[config.mk]
export PLATFORM = sky130hd
export DESIGN_NAME = braun_mac_accum_flat
export DESIGN_NICKNAME = d
export VERILOG_FILES = /design/src/rtl/braun_mac_accum_pkg.sv /design/src/rtl/braun_mac_accum_if.sv /design/src/rtl/braun_mac_accum_mult.sv /design/src/rtl/braun_mac_accum.sv /design/src/flat_wrapper.sv
export SDC_FILE = /design/constraint.sdc
export NUM_CORES = 1
export LEC_CHECK = 0
export CORE_AREA = 2 2 73 75
export CTS_CLUSTER_DIAMETER = 100
export DETAILED_ROUTE_END_ITERATION = 6
export DIE_AREA = 0 0 75 77
export PLACE_DENSITY = 0.95
export SYNTH_ARGS = -nofsm -noshare
export SYNTH_HDL_FRONTEND = slang
export SYNTH_SLANG_ARGS = --single-unit
[constraint.sdc]
create_clock -name clk -period 11.05 [get_ports clk]
set_input_delay 2.21 -clock clk [delete_from_list [all_inputs] [get_ports clk]]
set_output_delay 2.21 -clock clk [all_outputs]
set_load 0.01 [all_outputs]
[src/rtl/braun_mac_accum_pkg.sv]
// Shared constants, FSM state type and parameter legality check for the Braun MAC accumulator.
package braun_pkg;

  localparam int OPW   = 4;
  localparam int PRODW = 8;

  typedef enum logic [1:0] {
    S_IDLE,
    S_ACC,
    S_DRAIN,
    S_HOLD
  } state_t;

  function automatic bit params_ok(input int acc_w, input int frame_len);
    return (acc_w >= PRODW) && (frame_len >= 1) && (frame_len <= 15);
  endfunction

endpackage

[src/rtl/braun_mac_accum_if.sv]
// Operand-in and frame-sum-out valid/ready streams of the MAC accumulator.
interface braun_mac_accum_if #(
  parameter int ACC_W = 12
);
  import braun_pkg::*;

  logic             in_valid;
  logic             in_ready;
  logic [OPW-1:0]   in_x;
  logic [OPW-1:0]   in_y;
  logic             in_last;
  logic             out_valid;
  logic             out_ready;
  logic [ACC_W-1:0] out_sum;
  logic [3:0]       out_count;
  logic             out_ovf;

  modport master (
    output in_valid, in_x, in_y, in_last, out_ready,
    input  in_ready, out_valid, out_sum, out_count, out_ovf
  );

  modport slave (
    input  in_valid, in_x, in_y, in_last, out_ready,
    output in_ready, out_valid, out_sum, out_count, out_ovf
  );

endinterface

[src/rtl/braun_mac_accum_mult.sv]
// Combinational 4x4 unsigned Braun array multiplier: carry-save rows of full adders, ripple final row.
module braun_mult4
  import braun_pkg::*;
(
  input  logic [OPW-1:0]   x,
  input  logic [OPW-1:0]   y,
  output logic [PRODW-1:0] p
);

  logic [OPW-1:0] w_s [OPW];
  logic [OPW-1:0] w_c [OPW];
  logic [OPW-1:0] w_sh;
  logic [1:0]     w_fa;

  // Row i cell j has weight i+j; sums from the row above are shifted down one column.
  always_comb begin
    w_s[0] = x & {OPW{y[0]}};
    w_c[0] = '0;
    w_sh   = '0;
    w_fa   = '0;
    for (int i = 1; i < OPW; i++) begin
      w_sh = {1'b0, w_s[i-1][OPW-1:1]};
      for (int j = 0; j < OPW; j++) begin
        w_fa = {1'b0, x[j] & y[i]} + {1'b0, w_sh[j]} + {1'b0, w_c[i-1][j]};
        w_s[i][j] = w_fa[0];
        w_c[i][j] = w_fa[1];
      end
    end
    for (int i = 0; i < OPW; i++) begin
      p[i] = w_s[i][0];
    end
    p[PRODW-1:OPW] = {1'b0, w_s[OPW-1][OPW-1:1]} + w_c[OPW-1];
  end

endmodule

[src/rtl/braun_mac_accum.sv]
// Frame accumulator around the Braun multiplier; last beat accepted in cycle T gives out_valid in T+2.
// in_ready drops after a frame's last beat and returns the cycle after the result handshake.
module braun_mac_accum
  import braun_pkg::*;
#(
  parameter int FRAME_LEN = 4,
  parameter int ACC_W     = 12
) (
  input  logic              clk,
  input  logic              rst_n,
  input  logic              clear,
  braun_mac_accum_if.slave  s_if
);

  localparam int         SUMW     = ACC_W + 1;
  localparam logic [3:0] LAST_IDX = 4'(FRAME_LEN - 1);

  if (!params_ok(ACC_W, FRAME_LEN)) begin : g_param_chk
    $error("braun_mac_accum: ACC_W must be >= 8 and FRAME_LEN within 1..15");
  end

  state_t           r_state;
  state_t           w_state_nxt;
  logic [OPW-1:0]   r_x_q;
  logic [OPW-1:0]   r_y_q;
  logic             r_v1;
  logic             r_last1;
  logic [3:0]       r_beat_cnt;
  logic [3:0]       r_cnt;
  logic [ACC_W-1:0] r_acc;
  logic             r_ovf;
  logic             r_in_ready;
  logic             r_out_valid;
  logic [ACC_W-1:0] r_out_sum;
  logic [3:0]       r_out_count;
  logic             r_out_ovf;
  logic [PRODW-1:0] w_p;
  logic [SUMW-1:0]  w_sum_n;
  logic             w_accept;
  logic             w_last_in;
  logic             w_hs;

  braun_mult4 u_mult (
    .x (r_x_q),
    .y (r_y_q),
    .p (w_p)
  );

  assign w_accept  = s_if.in_valid && r_in_ready && !clear;
  assign w_last_in = s_if.in_last || (r_beat_cnt == LAST_IDX);
  assign w_hs      = r_out_valid && s_if.out_ready;
  assign w_sum_n   = {1'b0, r_acc} + SUMW'(w_p);

  always_comb begin
    w_state_nxt = r_state;
    case (r_state)
      S_IDLE:  if (w_accept) w_state_nxt = w_last_in ? S_DRAIN : S_ACC;
      S_ACC:   if (w_accept && w_last_in) w_state_nxt = S_DRAIN;
      S_DRAIN: w_state_nxt = S_HOLD;
      S_HOLD:  if (w_hs) w_state_nxt = S_IDLE;
      default: w_state_nxt = S_IDLE;
    endcase
    if (clear) w_state_nxt = S_IDLE;
  end

  always_ff @(posedge clk or negedge rst_n) begin
    if (!rst_n) begin
      r_state     <= S_IDLE;
      r_x_q       <= '0;
      r_y_q       <= '0;
      r_v1        <= 1'b0;
      r_last1     <= 1'b0;
      r_beat_cnt  <= '0;
      r_cnt       <= '0;
      r_acc       <= '0;
      r_ovf       <= 1'b0;
      r_in_ready  <= 1'b1;
      r_out_valid <= 1'b0;
      r_out_sum   <= '0;
      r_out_count <= '0;
      r_out_ovf   <= 1'b0;
    end else begin
      r_state    <= w_state_nxt;
      r_in_ready <= (w_state_nxt == S_IDLE) || (w_state_nxt == S_ACC);
      r_v1       <= w_accept;
      if (w_accept) begin
        r_x_q      <= s_if.in_x;
        r_y_q      <= s_if.in_y;
        r_last1    <= w_last_in;
        r_beat_cnt <= w_last_in ? 4'd0 : r_beat_cnt + 4'd1;
      end
      if (w_hs) r_out_valid <= 1'b0;
      if (r_v1) begin
        if (r_last1) begin
          r_out_sum   <= w_sum_n[ACC_W-1:0];
          r_out_count <= r_cnt + 4'd1;
          r_out_ovf   <= r_ovf | w_sum_n[ACC_W];
          r_out_valid <= 1'b1;
          r_acc       <= '0;
          r_cnt       <= '0;
          r_ovf       <= 1'b0;
        end else begin
          r_acc <= w_sum_n[ACC_W-1:0];
          r_cnt <= r_cnt + 4'd1;
          r_ovf <= r_ovf | w_sum_n[ACC_W];
        end
      end
      // Abort overrides any accept, accumulate or handshake in the same cycle.
      if (clear) begin
        r_v1        <= 1'b0;
        r_beat_cnt  <= '0;
        r_acc       <= '0;
        r_cnt       <= '0;
        r_ovf       <= 1'b0;
        r_out_valid <= 1'b0;
      end
    end
  end

  assign s_if.in_ready  = r_in_ready;
  assign s_if.out_valid = r_out_valid;
  assign s_if.out_sum   = r_out_sum;
  assign s_if.out_count = r_out_count;
  assign s_if.out_ovf   = r_out_ovf;

endmodule
[src/flat_wrapper.sv]
// flat-port wrapper written by rule: the top's interface ports become plain ports
module braun_mac_accum_flat import braun_pkg::*;
#(
  parameter int FRAME_LEN = 4,
  parameter int ACC_W     = 12
)
  (clk, rst_n, clear, s_if_in_valid, s_if_in_x, s_if_in_y, s_if_in_last, s_if_out_ready, s_if_in_ready, s_if_out_valid, s_if_out_sum, s_if_out_count, s_if_out_ovf);
  braun_mac_accum_if #(.ACC_W(ACC_W)) s_if_i ();
  input  logic clk;
  input  logic rst_n;
  input  logic clear;
  input wire logic [$bits(s_if_i.in_valid)-1:0] s_if_in_valid;
  input wire logic [$bits(s_if_i.in_x)-1:0] s_if_in_x;
  input wire logic [$bits(s_if_i.in_y)-1:0] s_if_in_y;
  input wire logic [$bits(s_if_i.in_last)-1:0] s_if_in_last;
  input wire logic [$bits(s_if_i.out_ready)-1:0] s_if_out_ready;
  output wire logic [$bits(s_if_i.in_ready)-1:0] s_if_in_ready;
  output wire logic [$bits(s_if_i.out_valid)-1:0] s_if_out_valid;
  output wire logic [$bits(s_if_i.out_sum)-1:0] s_if_out_sum;
  output wire logic [$bits(s_if_i.out_count)-1:0] s_if_out_count;
  output wire logic [$bits(s_if_i.out_ovf)-1:0] s_if_out_ovf;
  assign s_if_i.in_valid = s_if_in_valid;
  assign s_if_i.in_x = s_if_in_x;
  assign s_if_i.in_y = s_if_in_y;
  assign s_if_i.in_last = s_if_in_last;
  assign s_if_i.out_ready = s_if_out_ready;
  assign s_if_in_ready = s_if_i.in_ready;
  assign s_if_out_valid = s_if_i.out_valid;
  assign s_if_out_sum = s_if_i.out_sum;
  assign s_if_out_count = s_if_i.out_count;
  assign s_if_out_ovf = s_if_i.out_ovf;
  braun_mac_accum #(.FRAME_LEN(FRAME_LEN), .ACC_W(ACC_W)) u_core (.clk(clk), .rst_n(rst_n), .clear(clear), .s_if(s_if_i));
endmodule
After elaboration in Yosys (flattened, before gate mapping)
Index checks and enable logic that the tools add are counted.
{ "op_classes": {"n_eq_ne": 5, "reduce_logical": 12, "n_addsub": 19, "n_mux": 23, "bitwise": 14} }
{ "ops": {"columns": ["operator", "count"], "rows": [
  ["12-bit two-way mux", 3],
  ["4-bit two-way mux", 6],
  ["1-bit by 1-bit adder with 2-bit output", 9],
  ["12-bit by 8-bit adder with 13-bit output", 1],
  ["2-bit by 1-bit adder with 2-bit output", 6],
  ["1-bit bitwise AND", 12],
  ["2-bit two-way mux", 5],
  ["4-bit by 1-bit adder with 4-bit output (second input constant)", 2],
  ["1-bit two-way mux", 8],
  ["2-bit one-hot mux with 4 select lines", 1],
  ["3-bit by 3-bit adder with 4-bit output", 1],
  ["4-bit bitwise AND", 1],
  ["2-bit by 1-bit == test with 1-bit output (second input constant)", 2],
  ["2-bit == test (second input constant)", 2],
  ["4-bit by 2-bit == test with 1-bit output (second input constant)", 1],
  ["1-bit logical AND", 4],
  ["2-bit zero test", 2],
  ["2-bit nonzero test", 2],
  ["1-bit logical OR", 2],
  ["2-bit AND reduction", 1],
  ["1-bit zero test", 1],
  ["1-bit bitwise OR", 1]
]} }
{ "totals": {"input_bits": 14, "wordCells": 87, "regBits": 52} }

Longest topological paths before layout
Gate-level depths: netlist of run 1.
{ "logic_depth": {"word_depth": 12, "mapped_depth": 16, "ltp_nobuf": 15} }

Cells and area by module
Synthesis of run 1 repeated with hierarchy kept, for this count alone.
{ "unflattened": {"cells_unflattened": 299, "area_unflattened_um2": 2937.8} }
{ "modules_own_cells": {"columns": ["module", "instances", "area_per_inst_um2", "cells_each"], "rows": [
  ["braun_mac_accum", 1, 2570.0, 256],
  ["braun_mult4", 1, 367.9, 43]
]} }

Worst setup path after synthesis of run 1
OpenSTA, ideal clock, no wires.
{ "synth_path": {"kind": "reg-to-reg", "start": "register u_core.r_x_q[3]", "end": "register u_core.r_acc[10]", "setup_ns": 0.120, "path_stages_with_launch": 13, "slack_ns": 7.114, "arrival_ns": 3.816, "cell_sequence": "dfrtp_1 > and2_1 > ha_1 > fa_1 > fa_1 > ha_1 > fa_1 > ha_1 > clkdlybuf4s18_2 > o2111a_2 > a2111oi_4 > o41ai_1 > a31o_2"} }
{ "synth_via": {"elab_chain_len": 11} }
{ "synth_lines": {"columns": ["item", "line_no", "source"], "rows": [
  ["start, declared", "braun_mac_accum.sv:24", "logic [OPW-1:0] r_x_q;"],
  ["start signal, assigned", "braun_mac_accum.sv:87", "r_x_q <= s_if.in_x;"],
  ["4-bit bitwise AND", "braun_mac_accum_mult.sv:17", "w_s[0] = x & {OPW{y[0]}};"],
  ["1-bit by 1-bit adder with 2-bit output (2 in a row)", "braun_mac_accum_mult.sv:24", "w_fa = {1'b0, x[j] & y[i]} + {1'b0, w_sh[j]} + {1'b0, w_c[i-1][j]};"],
  ["2-bit by 1-bit adder with 2-bit output", "braun_mac_accum_mult.sv:24", null],
  ["1-bit by 1-bit adder with 2-bit output", "braun_mac_accum_mult.sv:24", null],
  ["2-bit by 1-bit adder with 2-bit output", "braun_mac_accum_mult.sv:24", null],
  ["3-bit by 3-bit adder with 4-bit output", "braun_mac_accum_mult.sv:32", "p[PRODW-1:OPW] = {1'b0, w_s[OPW-1][OPW-1:1]} + w_c[OPW-1];"],
  ["12-bit by 8-bit adder with 13-bit output *", "braun_mac_accum.sv:52", "assign w_sum_n = {1'b0, r_acc} + SUMW'(w_p);"],
  ["12-bit two-way mux *", "braun_mac_accum.sv:94", "if (r_last1) begin"],
  ["12-bit two-way mux *", "braun_mac_accum.sv:93", "if (r_v1) begin"],
  ["12-bit two-way mux *", "braun_mac_accum.sv:109", "if (clear) begin"],
  ["end signal, assigned", "braun_mac_accum.sv:103", "r_acc <= w_sum_n[ACC_W-1:0];"],
  ["end, declared", "braun_mac_accum.sv:30", "logic [ACC_W-1:0] r_acc;"]
]} }
Every way passes the cells marked *; elsewhere a longest branch is shown, timed or not. The select of a mux whose other input is x is not followed.
A chain may end at the register's enable or synchronous reset.

Final worst setup path of run 1
{ "layout_path": {"start": "register u_core.r_x_q[3]", "end": "register u_core.r_acc[11]"} }
The elaborated chain is that of the path after synthesis.

==> results of run 1 <==
==> path summary, 6_finish.rpt <==
kind	start	endpoint	slack [ps]	depth (start not counted)
worst max-delay path	u_core.r_x_q[3]	u_core.r_acc[11]	6630	12
worst min-delay path	u_core.s_if.out_sum[2]	u_core.s_if.out_sum[2]	480	2
worst max register to register	u_core.r_x_q[3]	u_core.r_acc[11]	6630	12
worst min register to register	u_core.s_if.out_sum[2]	u_core.s_if.out_sum[2]	480	2
max in group asynchronous	rst_n	u_core.s_if.out_count[1]	8630	2
min in group asynchronous	rst_n	u_core.r_state[1]	1990	2
==> final cells by class <==
type	instances	area share [%]
multi-input combinational	215	44.4
sequential	52	38.9
timing repair buffer	33	9.63
tap	70	2.61
clock buffer	6	2.46
inverter	14	1.57
clock inverter	2	0.448
==> cells by family after synthesis <==
| family | share of synthesized area (%) |
|---|---|
| and+or+nand+nor | 16.1 |
| AOI/OAI and AO/OA | 16.3 |
| DFF | 44.2 |
| buffers and inverters | 5.22 |
| adders and majority gates | 12.2 |
| xor gates and xnor gates | 3.27 |
| muxes | 2.63 |
==> power by group through the flow <==
stage	sequential [uW]	clock (uW)	combinational, uW
2_1_floorplan	231	0	74.7
3_3_place_gp	227	0	123
3_5_place_dp	228	0	129
4_1_cts	224	115	131
5_1_grt	227	124	146
6_report	224	113	131
==> cells in the mapped netlist (2+ instances only) <==
cell | n | area share (%)
xnor2_1 | 4 | 1.2
nand2_1 | 53 | 6.8
a21o_1 | 5 | 1.3
a21oi_1 | 10 | 1.7
ha_1 | 16 | 6.8
nor3_1 | 4 | 0.68
a211oi_1 | 2 | 0.51
and2_1 | 16 | 3.4
o21a_1 | 5 | 1.3
xor2_1 | 7 | 2.1
mux2_2 | 6 | 2.3
clkbuf_1 | 9 | 1.1
o31ai_1 | 4 | 1.0
nor2_1 | 9 | 1.1
o21ai_0 | 28 | 4.8
dfrtp_1 | 51 | 43
a22o_1 | 6 | 1.8
o21ai_1 | 2 | 0.34
nand3_1 | 7 | 1.2
inv_1 | 14 | 1.8
or3_2 | 2 | 0.51
nand4_1 | 2 | 0.42
fa_1 | 8 | 5.4
nand2b_1 | 2 | 0.42
==> per-layer routing <==
metal  GRT usage (%)  share of wire, %  vias up
met3            5.12               5.4       14
met5               0                 0        -
met4            7.86               2.3        0
li1                -                 -     1064
met2            36.1                51       76
met1            27.3                42     1091
==> state kept, by name, summed over array words and instances, names as in the netlist <==
register,cells
u_core.r_y_q,4
u_core.r_last1,1
u_core.s_if.in_ready,1
u_core.s_if.out_count,4
u_core.s_if.out_sum,12
u_core.r_v1,1
u_core.r_state,2
u_core.r_acc,12
u_core.s_if.out_ovf,1
u_core.r_x_q,4
u_core.s_if.out_valid,1
u_core.r_ovf,1
u_core.r_beat_cnt,4
u_core.r_cnt,4
==> worst max-delay path, stage by stage (launching register included) <==
cell and delay, ps:
dfrtp_1 420, and2_1 170, ha_1 300, fa_1 400, fa_1 490, ha_1 240, fa_1 380, xor2_1 180
ha_1 460, nand4_1 210, nor4_1 660, o32ai_1 180, a21bo_2 240
==> through the flow <==
stage | worst slack [ps] | util (%) | hold WS [ps] | instances
after global placement | 6810 | 65.4 | 460 | 384
final | 6630 | 67.3 | 482 | 392
after floorplan | 7110 | - | 446 | 294
after CTS | 6660 | 67.3 | 487 | 392
after global routing | 6450 | 67.3 | 518 | 392
after detailed placement | 6700 | 65.4 | 469 | 384
==> flow_summary.json, run 1 <==
{
  "syn_to_final_growth_pct": 13.8,
  "syn_avg_cell_area_um2": 10.0,
  "die-area_mm2": 0.00578,
  "setup_tns_ps": 0,
  "cts_inserted_buffers": 5,
  "initial_utilization_pct": 59.2,
  "synthFlopType": "dfrtp_1",
  "cp.required_ps": 11260,
  "ir_drop_mv": 0.0826,
  "row_count": 26,
  "ys_async_sr_fraction_pct": 100,
  "worst_pin_slew_ps": 1070,
  "io_pins": 33,
  "cts.sinks": 52,
  "status": "complete, no violations",
  "maxSlewHeadroom_pct": 28.4,
  "cp-start-kind": "flip-flop",
  "num_antenna_cells": 0,
  "p_sw_uw": 145,
  "period_minus_slack_ps": 4420,
  "multi_input_comb_area_mm2": 0.00149,
  "ys_seq_elements": 52,
  "antenna_found_initial": 0,
  "dpl.hpwl_um": 4180,
  "setup_violations": 0,
  "ff_latch_area_mm2": 0.00130,
  "clkPwrFrac_pct": 24.2,
  "vias_per_cell": 5.73,
  "p_comb_share_pct": 27.9,
  "place_area_mm2": 0.00325,
  "finalPower_uw": 467,
  "final_common_cell": "nand2_1",
  "grt_max_degree": 53,
  "wl_per_cell_um": 14.5,
  "skew_ps": 9.17,
  "fin_area_mm2": 0.00335,
  "fmax_mhz": 226,
  "drc": 0,
  "drt_iter0_drc": 192,
  "yosysWarnings": 0,
  "finalMaxSlewViolations": 0,
  "ys_types": 46,
  "port_buffers": 32,
  "crit_type": "reg -> reg",
  "synth.net_count": 332,
  "cts_max_level": 2,
  "cts_root_buffer": "clkbuf_8",
  "hold_violations": 0,
  "synth_edf_count": 0,
  "clk_latency_ps": 310,
  "fill_cells": 381,
  "place.gp.congestion": 0.895,
  "fin_crit_sh_pct": 40.0,
  "powerDensity_mw_per_mm2": 139,
  "die_w_um": 75,
  "grt_pass1_wl_um": 9820,
  "rsz0062_at_grt": "false",
  "crit_path_end_kind": "flip-flop",
  "vias": 2245,
  "cts_hold_buf": 0,
  "path_max_fanout": 8,
  "hold_path.class": "reg -> reg",
  "power.leakage_uw": 0.00157,
  "drive_gt1_share_pct": 7.76,
  "postCtsSetupBuffers": 0,
  "path_clk_slew_ps": 90,
  "grt_overflow": 0,
  "core_area_mm2": 0.00498,
  "cts_tree": "done",
  "synth_area_mm2": 0.00295,
  "syn_inst": 294,
  "dr.pass1.iters": 4,
  "clockBufferDepth": 2,
  "synth_seq_area_share_pct": 44.2,
  "critPathArrivalTime_ps": 4630,
  "die_h_um": 77,
  "internal_power_uw": 322,
  "drv_cap": 0,
  "cts_resized": 0,
  "switching_share_pct": 31.1,
  "pwr-share-seq_pct": 47.9,
  "final_cell_mix": "53 x nand2_1, 51 x dfrtp_1, 31 x clkdlybuf4s50_1",
  "grtUsageTotal_pct": 21.8,
  "wirelength_um": 5680,
  "ant_nets": 0,
  "nets": 359,
  "first_global_vias": 2213
}
Note: power is estimated with default switching activity, not from simulation.
==> run 2: changes to the inputs <==
Settings changed: CORE_AREA 2 2 73 75 to 2 2 76 78, DIE_AREA 0 0 75 77 to 0 0 78 80, PLACE_DENSITY 0.95 to 0.9.
Clock period 11.05 ns to 4.1 ns, I/O delays scaled along.
==> flow_summary.json, run 2 (synthesis gave the netlist of run 1 again) <==
{
  "vias_per_cell": 5.41,
  "die-area_mm2": 0.00624,
  "cp-start-kind": "flip-flop",
  "initial_utilization_pct": 54.5,
  "syn_to_final_growth_pct": 17.6,
  "grt_overflow": 0,
  "setup_violations": 0,
  "fin_ws_ps": 190,
  "antenna_found_initial": 0,
  "place_ws_ps": -68.9,
  "skew_ps": 9.43,
  "grtUsageTotal_pct": 19.9,
  "final_cell_mix": "53 x nand2_1, 51 x dfrtp_1, 31 x clkdlybuf4s50_1",
  "ant_nets": 0,
  "finish.utilization_pct": 64.1,
  "worstRegToRegCells": 14,
  "fill_cells": 442,
  "fmax_mhz": 256,
  "io_pins": 33,
  "num_antenna_cells": 0,
  "clockBufferDepth": 2,
  "crit_type": "reg -> reg",
  "power.leakage_uw": 0.00160,
  "drc": 0,
  "wirelength_um": 5660,
  "finalPower_uw": 1280,
  "rsz0062_at_grt": "false",
  "final_common_cell": "nand2_1",
  "worst_pin_slew_ps": 650,
  "cp.required_ps": 4330,
  "dr.pass1.iters": 4,
  "first_global_vias": 2183,
  "dpl.hpwl_um": 4150,
  "r2r_end": "u_core.s_if.out_sum[10]",
  "drv_cap": 0,
  "critPathArrivalTime_ps": 4140,
  "path_max_fanout": 7,
  "ir_drop_mv": 0.244,
  "path_clk_slew_ps": 100,
  "hold_path.class": "reg -> reg",
  "cts.sinks": 52,
  "nets": 365,
  "die_w_um": 78,
  "cts_max_level": 2,
  "r2r_slack_ps": 190,
  "core_area_mm2": 0.00541,
  "status": "complete, no violations",
  "wl_per_cell_um": 14.1,
  "cts_root_buffer": "clkbuf_8",
  "period_minus_slack_ps": 3910,
  "clk_latency_ps": 310,
  "vias": 2162,
  "cts_tree": "done",
  "r2r_start": "u_core.r_y_q[0]",
  "grt_pass1_wl_um": 9830,
  "powerDensity_mw_per_mm2": 370,
  "hold_depth": 2,
  "port_buffers": 32,
  "place.gp.congestion": 0.909,
  "fin_crit_sh_pct": 95.4,
  "hold_violations": 0,
  "die_h_um": 80,
  "drive_gt1_share_pct": 13.1,
  "cts_hold_buf": 0,
  "cts_inserted_buffers": 5,
  "finalMaxSlewViolations": 0,
  "grt_max_degree": 53,
  "row_count": 27,
  "maxSlewHeadroom_pct": 56.6,
  "crit_path_end_kind": "flip-flop",
  "drt_iter0_drc": 177,
  "hold_end": "u_core.s_if.out_count[2]",
  "hold_path.startpoint": "u_core.s_if.out_count[2]",
  "setup_tns_ps": 0
}
==> run 2: report_power, final <==
group          switching (uW)  total [uW]  internal, uW
Clock                     180         303           123
Combinational             191         375           185
Sequential               36.5         603           566
Total                     407        1280           874
==> run 2: layout make-up <==
class                      count  area (um^2)  share of cell area (%)
timing repair buffer          39          368                    10.6
sequential                    52         1300                    37.6
clock inverter                 3         22.5                   0.650
inverter                      14         52.6                    1.52
tap                           72         90.1                    2.60
clock buffer                   5         68.8                    1.99
multi-input combinational    215         1560                    45.0
==> run 2: worst max-delay path, cell delays in order, from the launching register on <==
cell and delay [ps]:
dfrtp_1 420, and2_4 170, ha_1 300, fa_1 490, inv_1 50, fa_1 350, inv_1 70, ha_2 200
fa_2 470, ha_4 330, nand4_1 120, o21ai_2 190, a2111oi_4 90, or3_2 420, a31oi_1 170
==> run 2: worst max path at each step <==
stage                                    endpoint  slack, ps             from  depth (start not counted)
after global placement           u_core.r_acc[11]         80  u_core.r_y_q[1]                         13
final                     u_core.s_if.out_sum[10]        190  u_core.r_y_q[0]                         14
after global routing             u_core.r_acc[10]         10  u_core.r_y_q[0]                         13
after CTS                        u_core.r_acc[10]       0.03  u_core.r_y_q[0]                         13
after detailed placement         u_core.r_acc[11]        -70  u_core.r_x_q[2]                         15
after floorplan                  u_core.r_acc[10]        160  u_core.r_x_q[3]                         12
==> run 2: timing repair <==
action                                  in CTS  in global routing
pin swaps                                    1                 10
endpoints found under the setup margin       5                 11
gates resized for setup                      2                 14
endpoints found under the hold margin        0                  0
buffers inserted                             1                  3
==> run 2: stage by stage <==
stage               std cells  area [um^2]  hold WS [ps]
detailed placement        389         3280           469
global placement          389         3280           460
global route              400         3460           514
floorplan                 294         2950           446
CTS                       398         3390           489
finish                    400         3460           485
==> run 2: per-layer routing <==
metal	track usage, %	routed length, um
met3	3.28	214
met4	7.72	68
met2	34.7	2910
met5	0	0
met1	24.9	2470
